### src/rtl/header_feeder.sv
// Host-side header buffer and byte-request server for the tt_um_bitcoin miner core.
// Optional build macro NONCE_AUTOINC_EN: bump the little-endian nonce when a job completes.
module header_feeder #(
  parameter int HDR_BYTES  = 80,
  parameter int HASH_BYTES = 32,
  parameter int NONCE_OFS  = 76
) (
  input  logic                    clk,
  input  logic                    rst,
  input  logic                    load_valid,
  input  logic [7:0]              load_data,
  output logic                    load_ready,
  input  logic                    go,
  output logic                    busy,
  output logic                    miner_start,
  input  logic                    miner_rq,
  input  logic                    miner_done,
  input  logic [7:0]              miner_addr,
  output logic [7:0]              miner_data,
  output logic                    miner_rdy,
  output logic [HASH_BYTES*8-1:0] digest,
  output logic                    digest_valid,
  output logic                    addr_err
);

  localparam int ADDR_W = $clog2(HDR_BYTES);
  localparam int CNT_W  = $clog2(HASH_BYTES + 1);
  localparam logic [7:0]        ADDR_LIMIT = 8'(HDR_BYTES);
  localparam logic [ADDR_W-1:0] LAST_LOAD  = ADDR_W'(HDR_BYTES - 1);
  localparam logic [CNT_W-1:0]  LAST_BYTE  = CNT_W'(HASH_BYTES - 1);

`ifdef NONCE_AUTOINC_EN
  localparam bit NONCE_INC = 1'b1;
`else
  localparam bit NONCE_INC = 1'b0;
`endif

  typedef enum logic [2:0] {
    S_IDLE,
    S_START,
    S_SERVE,
    S_COLLECT,
    S_DONE
  } state_t;

  state_t            state, state_n;
  logic [7:0]        hdr_mem [HDR_BYTES];
  logic [ADDR_W-1:0] load_ptr;
  logic              header_loaded;
  logic              rq_q;
  logic              start_cnt;
  logic [CNT_W-1:0]  byte_cnt;
  logic [31:0]       nonce;

  logic req_ev, load_we, accept_go, do_serve, do_collect, do_ack, enter_done;

  assign req_ev      = miner_rq & ~rq_q;
  assign load_ready  = (state == S_IDLE);
  assign busy        = (state != S_IDLE);
  assign miner_start = (state == S_START);
  assign load_we     = load_ready & load_valid;
  assign nonce       = {hdr_mem[NONCE_OFS+3], hdr_mem[NONCE_OFS+2],
                        hdr_mem[NONCE_OFS+1], hdr_mem[NONCE_OFS]};

  always_ff @(posedge clk) begin
    if (rst) state <= S_IDLE;
    else     state <= state_n;
  end

  // NOTE: every output of this block gets a default first, so no path can infer a latch.
  always_comb begin
    state_n    = state;
    accept_go  = 1'b0;
    do_serve   = 1'b0;
    do_collect = 1'b0;
    do_ack     = 1'b0;
    enter_done = 1'b0;
    case (state)
      S_IDLE: begin
        if (go && header_loaded) begin
          accept_go = 1'b1;
          state_n   = S_START;
        end
      end
      S_START: begin
        if (start_cnt) state_n = S_SERVE;
      end
      S_SERVE, S_COLLECT: begin
        if (req_ev) begin
          do_ack = 1'b1;
          if (miner_done) begin
            do_collect = 1'b1;
            if (byte_cnt == LAST_BYTE) begin
              enter_done = 1'b1;
              state_n    = S_DONE;
            end else begin
              state_n = S_COLLECT;
            end
          end else begin
            do_serve = 1'b1;
          end
        end
      end
      S_DONE: begin
        do_ack = req_ev;
        if (!miner_done) state_n = S_IDLE;
      end
      default: state_n = S_IDLE;
    endcase
  end

  // NOTE: state registers use non-blocking assignments so every flop samples pre-edge values.
  always_ff @(posedge clk) begin
    if (rst) begin
      rq_q          <= 1'b0;
      start_cnt     <= 1'b0;
      load_ptr      <= '0;
      header_loaded <= 1'b0;
      miner_rdy     <= 1'b0;
      miner_data    <= 8'h00;
      addr_err      <= 1'b0;
      digest        <= '0;
      digest_valid  <= 1'b0;
      byte_cnt      <= '0;
    end else begin
      rq_q      <= miner_rq;
      miner_rdy <= do_ack;
      start_cnt <= (state == S_START) ? ~start_cnt : 1'b0;

      if (load_we) begin
        if (load_ptr == LAST_LOAD) begin
          load_ptr      <= '0;
          header_loaded <= 1'b1;
        end else begin
          load_ptr <= load_ptr + 1'b1;
        end
      end

      if (accept_go) begin
        digest_valid <= 1'b0;
        addr_err     <= 1'b0;
        byte_cnt     <= '0;
        digest       <= '0;
      end

      if (do_serve) begin
        if (miner_addr < ADDR_LIMIT) begin
          miner_data <= hdr_mem[miner_addr[ADDR_W-1:0]];
        end else begin
          miner_data <= 8'h00;
          addr_err   <= 1'b1;
        end
      end

      // Digest bytes arrive MSB-first: byte i lands in the i-th byte lane from the top.
      if (do_collect) begin
        for (int k = 0; k < HASH_BYTES; k++) begin
          if (byte_cnt == CNT_W'(k)) digest[8*(HASH_BYTES-1-k) +: 8] <= miner_addr;
        end
        byte_cnt <= byte_cnt + 1'b1;
      end

      if (enter_done) digest_valid <= 1'b1;
    end
  end

  // NOTE: the header buffer has a reset so unloaded bytes read as 0x00; this keeps it in flops, not RAM.
  always_ff @(posedge clk) begin
    if (rst) begin
      for (int k = 0; k < HDR_BYTES; k++) hdr_mem[k] <= 8'h00;
    end else if (load_we) begin
      hdr_mem[load_ptr] <= load_data;
    end else if (NONCE_INC && enter_done) begin
      {hdr_mem[NONCE_OFS+3], hdr_mem[NONCE_OFS+2],
       hdr_mem[NONCE_OFS+1], hdr_mem[NONCE_OFS]} <= nonce + 32'd1;
    end
  end

endmodule

### config.mk
export PLATFORM = sky130hd
export DESIGN_NAME = header_feeder
export DESIGN_NICKNAME = d
export VERILOG_FILES = /design/src/rtl/header_feeder.sv
export SDC_FILE = /design/constraint.sdc
export NUM_CORES = 2
export LEC_CHECK = 0
export ABC_CLOCK_PERIOD_IN_PS = 2800
export BUFFER_PORTS_ARGS = -buffer_cell sky130_fd_sc_hd__buf_4
export CAP_MARGIN = 30
export CORE_MARGIN = 2
export CORE_UTILIZATION = 36
export CTS_CLUSTER_SIZE = 12
export DETAILED_ROUTE_END_ITERATION = 8
export PLACE_DENSITY = 0.59
export SYNTH_ARGS = -nofsm -noshare
export SYNTH_HDL_FRONTEND = slang
export SYNTH_SLANG_ARGS = --single-unit
export TNS_END_PERCENT = 30
### constraint.sdc
create_clock -name clk -period 2.8 [get_ports clk]
set_clock_uncertainty 0.1 [all_clocks]
set_input_delay 0.42 -clock clk [delete_from_list [all_inputs] [get_ports clk]]
set_output_delay 0.42 -clock clk [all_outputs]
set_load 0.01 [all_outputs]
==> summary.txt <==
Yosys
  – Post-Syn Instances: 4728
  – Number of synthesized flops with an enable pin: 0
  – Syn nets: 4755
  – Commonest cells in the netlist: nand2_1, dfxtp_1, a21oi_1
  – Number of library cell types mapped by synthesis: 53
  – Cell taking the most area after synthesis: dfxtp_1
  – Ys async rst share: 0%
  – Synth Flop Type: dfxtp_1
  – Synth Register Bits: 926
  – Ys Warns: 0
  – Most numerous cell in the Yosys netlist: nand2_1
  – Share of the synthesized area in the top cell type: 46.8%
  – Sequential area share after synthesis: 46.8%
  – Synth area leaders: dfxtp_1, a21oi_1, nand2_1
  – Mapped Area: 0.0396 mm2
  – Mean post-synth cell area: 8.37 um2

Timing
  – Worst slew pin tran: 0.991 ns
  – Rel. slew slack: 33.9%
  – Final setup viols: 0
  – Number of failing hold endpoints at the final stage: 0
  – Final cycle utilization of the critical path: 93.6%
  – Final max-slew violation count: 0
  – Setup TNS: 0 ns
  – Hold_ws: 0.0942 ns
  – Final min period: 2.62 ns
  – Max frequency: 382 MHz
  – RSZ-0062 raised after global routing: no

Floorplan
  – Die Height: 336 um
  – Width of the die: 336 um
  – Rows: 121
  – Area of the die: 0.113 mm2
  – Starting Density: 36.3%
  – CORE AREA: 0.109 mm2
  – Ports: 292

Clocking
  – CTS tree: done
  – Clock tree buffer depth: 3
  – CTS sink count: 926
  – Total CTS buffers: 102
  – Worst-Skew Late Latency: 0.70 ns
  – Clock root buffer master: clkbuf_16
  – CTS H-tree depth: 3
  – Clock transition at path regs: 0.06 ns

Setup path
  – Setup crit start kind: flip-flop
  – Required @ worst endpoint: 3.29 ns
  – Reg2reg path depth: 6
  – Largest incremental delay on the critical path: 0.70 ns
  – Crit end category: flip-flop
  – Critical path arrival: 3.11 ns
  – Max FO, Critical Path: 72
  – FF-to-FF setup slack: 0.18 ns
  – Reg-to-reg endpoint: hdr_mem[120]
  – CP cell instances: or4b_1 -> or4_4 -> buf_12 -> nor2_4 -> nand2_1 -> a21oi_1
  – Slowest CP cell: or4b_1
  – Critical setup path kind: reg2reg
  – Reg-to-reg startpoint: state[2]

Global route
  – Grt ovf: 0
  – Largest net degree at the start of global routing: 190
  – Initial antenna violation count: 2
  – Vias in the first global route: 33100
  – All-layer global routing usage: 23.3%
  – Global-route wire length before repair: 207 mm

Power and ir drop
  – Maximum vdd drop: 0.533 mV
  – Cell Pwr Density: 596 mW/mm2
  – P_leak: 16.1 nW

Routing
  – WL per Instance: 21.3 um
  – Vias: 36100
  – Initial DRC Count: 3755
  – WL final: 136 mm
  – Initial DRT Pass Iterations: 6
  – Remaining DRCs: 0
  – Avg Vias per Cell: 5.67
  – ANT nets after route: 0

Flow run
  – Max Cap Violations: 0

Finish
  – Fill count: 10800
  – Fraction of layout cells with a size suffix above 1: 17.6%
  – Area growth, synth to finish: 19.7%
  – # nets final: 4897
  – Final cell count without fillers: 6366
  – Post-layout util: 43.5%

Place
  – IO buf count: 291
  – GPL Wtd Cong: 0.852
  – Dpl hpwl: 87.1 mm
  – Dpl cells: 6173

Run status
  – Outcome: complete, no violations

Hold path
  – HP Start: go
  – Min-Delay Path Depth: 5
  – Worst Hold Path EP: state[0]
  – Hold crit path type: in2reg
cell type report:
type / instances / area, um2 / share of cell area (%)
antenna: 1 / 2.50 / 0.00528
clock buffer: 162 / 3120 / 6.58
clock inverter: 23 / 317 / 0.668
inverter: 11 / 41.3 / 0.0872
multi-input combinational: 3341 / 19300 / 40.7
sequential: 926 / 18500 / 39.1
tap: 1414 / 1770 / 3.73
timing repair buffer: 488 / 4320 / 9.12
metrics by stage:
stage	area (um2)	power [mW]	setup WS (ns)
3_5_place_dp	43900	14.8	0.0208
2_1_floorplan	39600	14.3	0.222
6_report	47400	28.3	0.179
4_1_cts	47400	28.4	0.109
5_1_grt	47400	29.1	0.127
3_3_place_gp	43900	14.8	0.0373
worst max-delay path by stage:
| stage | startpoint | end | slack, ns | cells past startpoint |
|---|---|---|---|---|
| 2_1_floorplan | miner_addr[0] | miner_data[6] | 0.22 | 7 |
| 3_3_place_gp | load_valid | hdr_mem[344] | 0.04 | 7 |
| 3_5_place_dp | load_valid | hdr_mem[348] | 0.02 | 7 |
| 4_1_cts | state[2] | hdr_mem[345] | 0.11 | 6 |
| 5_1_grt | state[2] | hdr_mem[347] | 0.13 | 6 |
| 6_report | state[2] | hdr_mem[120] | 0.18 | 6 |
state kept, by name (all words and copies together) (netlist names), 3 cells and up:
register / count
hdr_mem: 640
digest: 256
miner_data: 8
load_ptr: 7
byte_cnt: 6
state: 3
worst max-delay path, delay by kind of cell (launching register included):
kind,cells,cell delay (ns)
and+or+nand+nor,4,1.60
DFF,1,0.31
buffers and inverters,1,0.20
AOI/OAI and AO/OA,1,0.14
layer usage:
metal	vias to the layer above	share of wire [%]	global-route usage (%)	routed length, um
met1	17500	44	33.0	59400
met2	1411	46	35.8	61800
met4	2	3.8	8.68	5100
li1	16900	-	-	-
met3	246	7.0	3.38	9450
met5	-	0.0052	0	7
repair_timing:
item | in CTS | in global routing
hold endpoints to repair | 40 | 0
setup buffers | 0 | 0
resized for setup | 0 | 1
setup endpoints to repair | 0 | 3
hold buffers | 7 | 0
cells by family after synthesis:
kind of cell | share of synthesized area, %
fa+ha+maj | 0.158
xor+xnor | 0.111
simple gates | 20.7
mux | 10.4
flops | 46.8
compound gates | 17.1
buf+inv | 4.70
cell usage in the layout (no fill, tap or decap), drive strengths merged, types with 5 or more instances in the layout:
cell type,instances
nand2,999
dfxtp,926
a21oi,912
nand3,599
buf,480
o21ai,342
clkbuf,163
mux4,158
nor2,115
mux2i,31
a22oi,22
mux2,22
nor3,16
nor2b,15
inv,15
clkinv,13
nand2b,11
o221ai,10
a2bb2oi,8
and3,7
nand4,7
o211ai,7
dlygate4sd3,7
and2,7
ha,5
bufinv,5
where the power goes:
part | leakage, nW | internal [mW] | switching [mW]
logic | 6.92 | 0.339 | 0.956
clock network | 1.69 | 8.09 | 5.66
registers | 7.46 | 13.2 | 0.0157
total | 16.1 | 21.6 | 6.63
(Power assumes the default switching activity.)
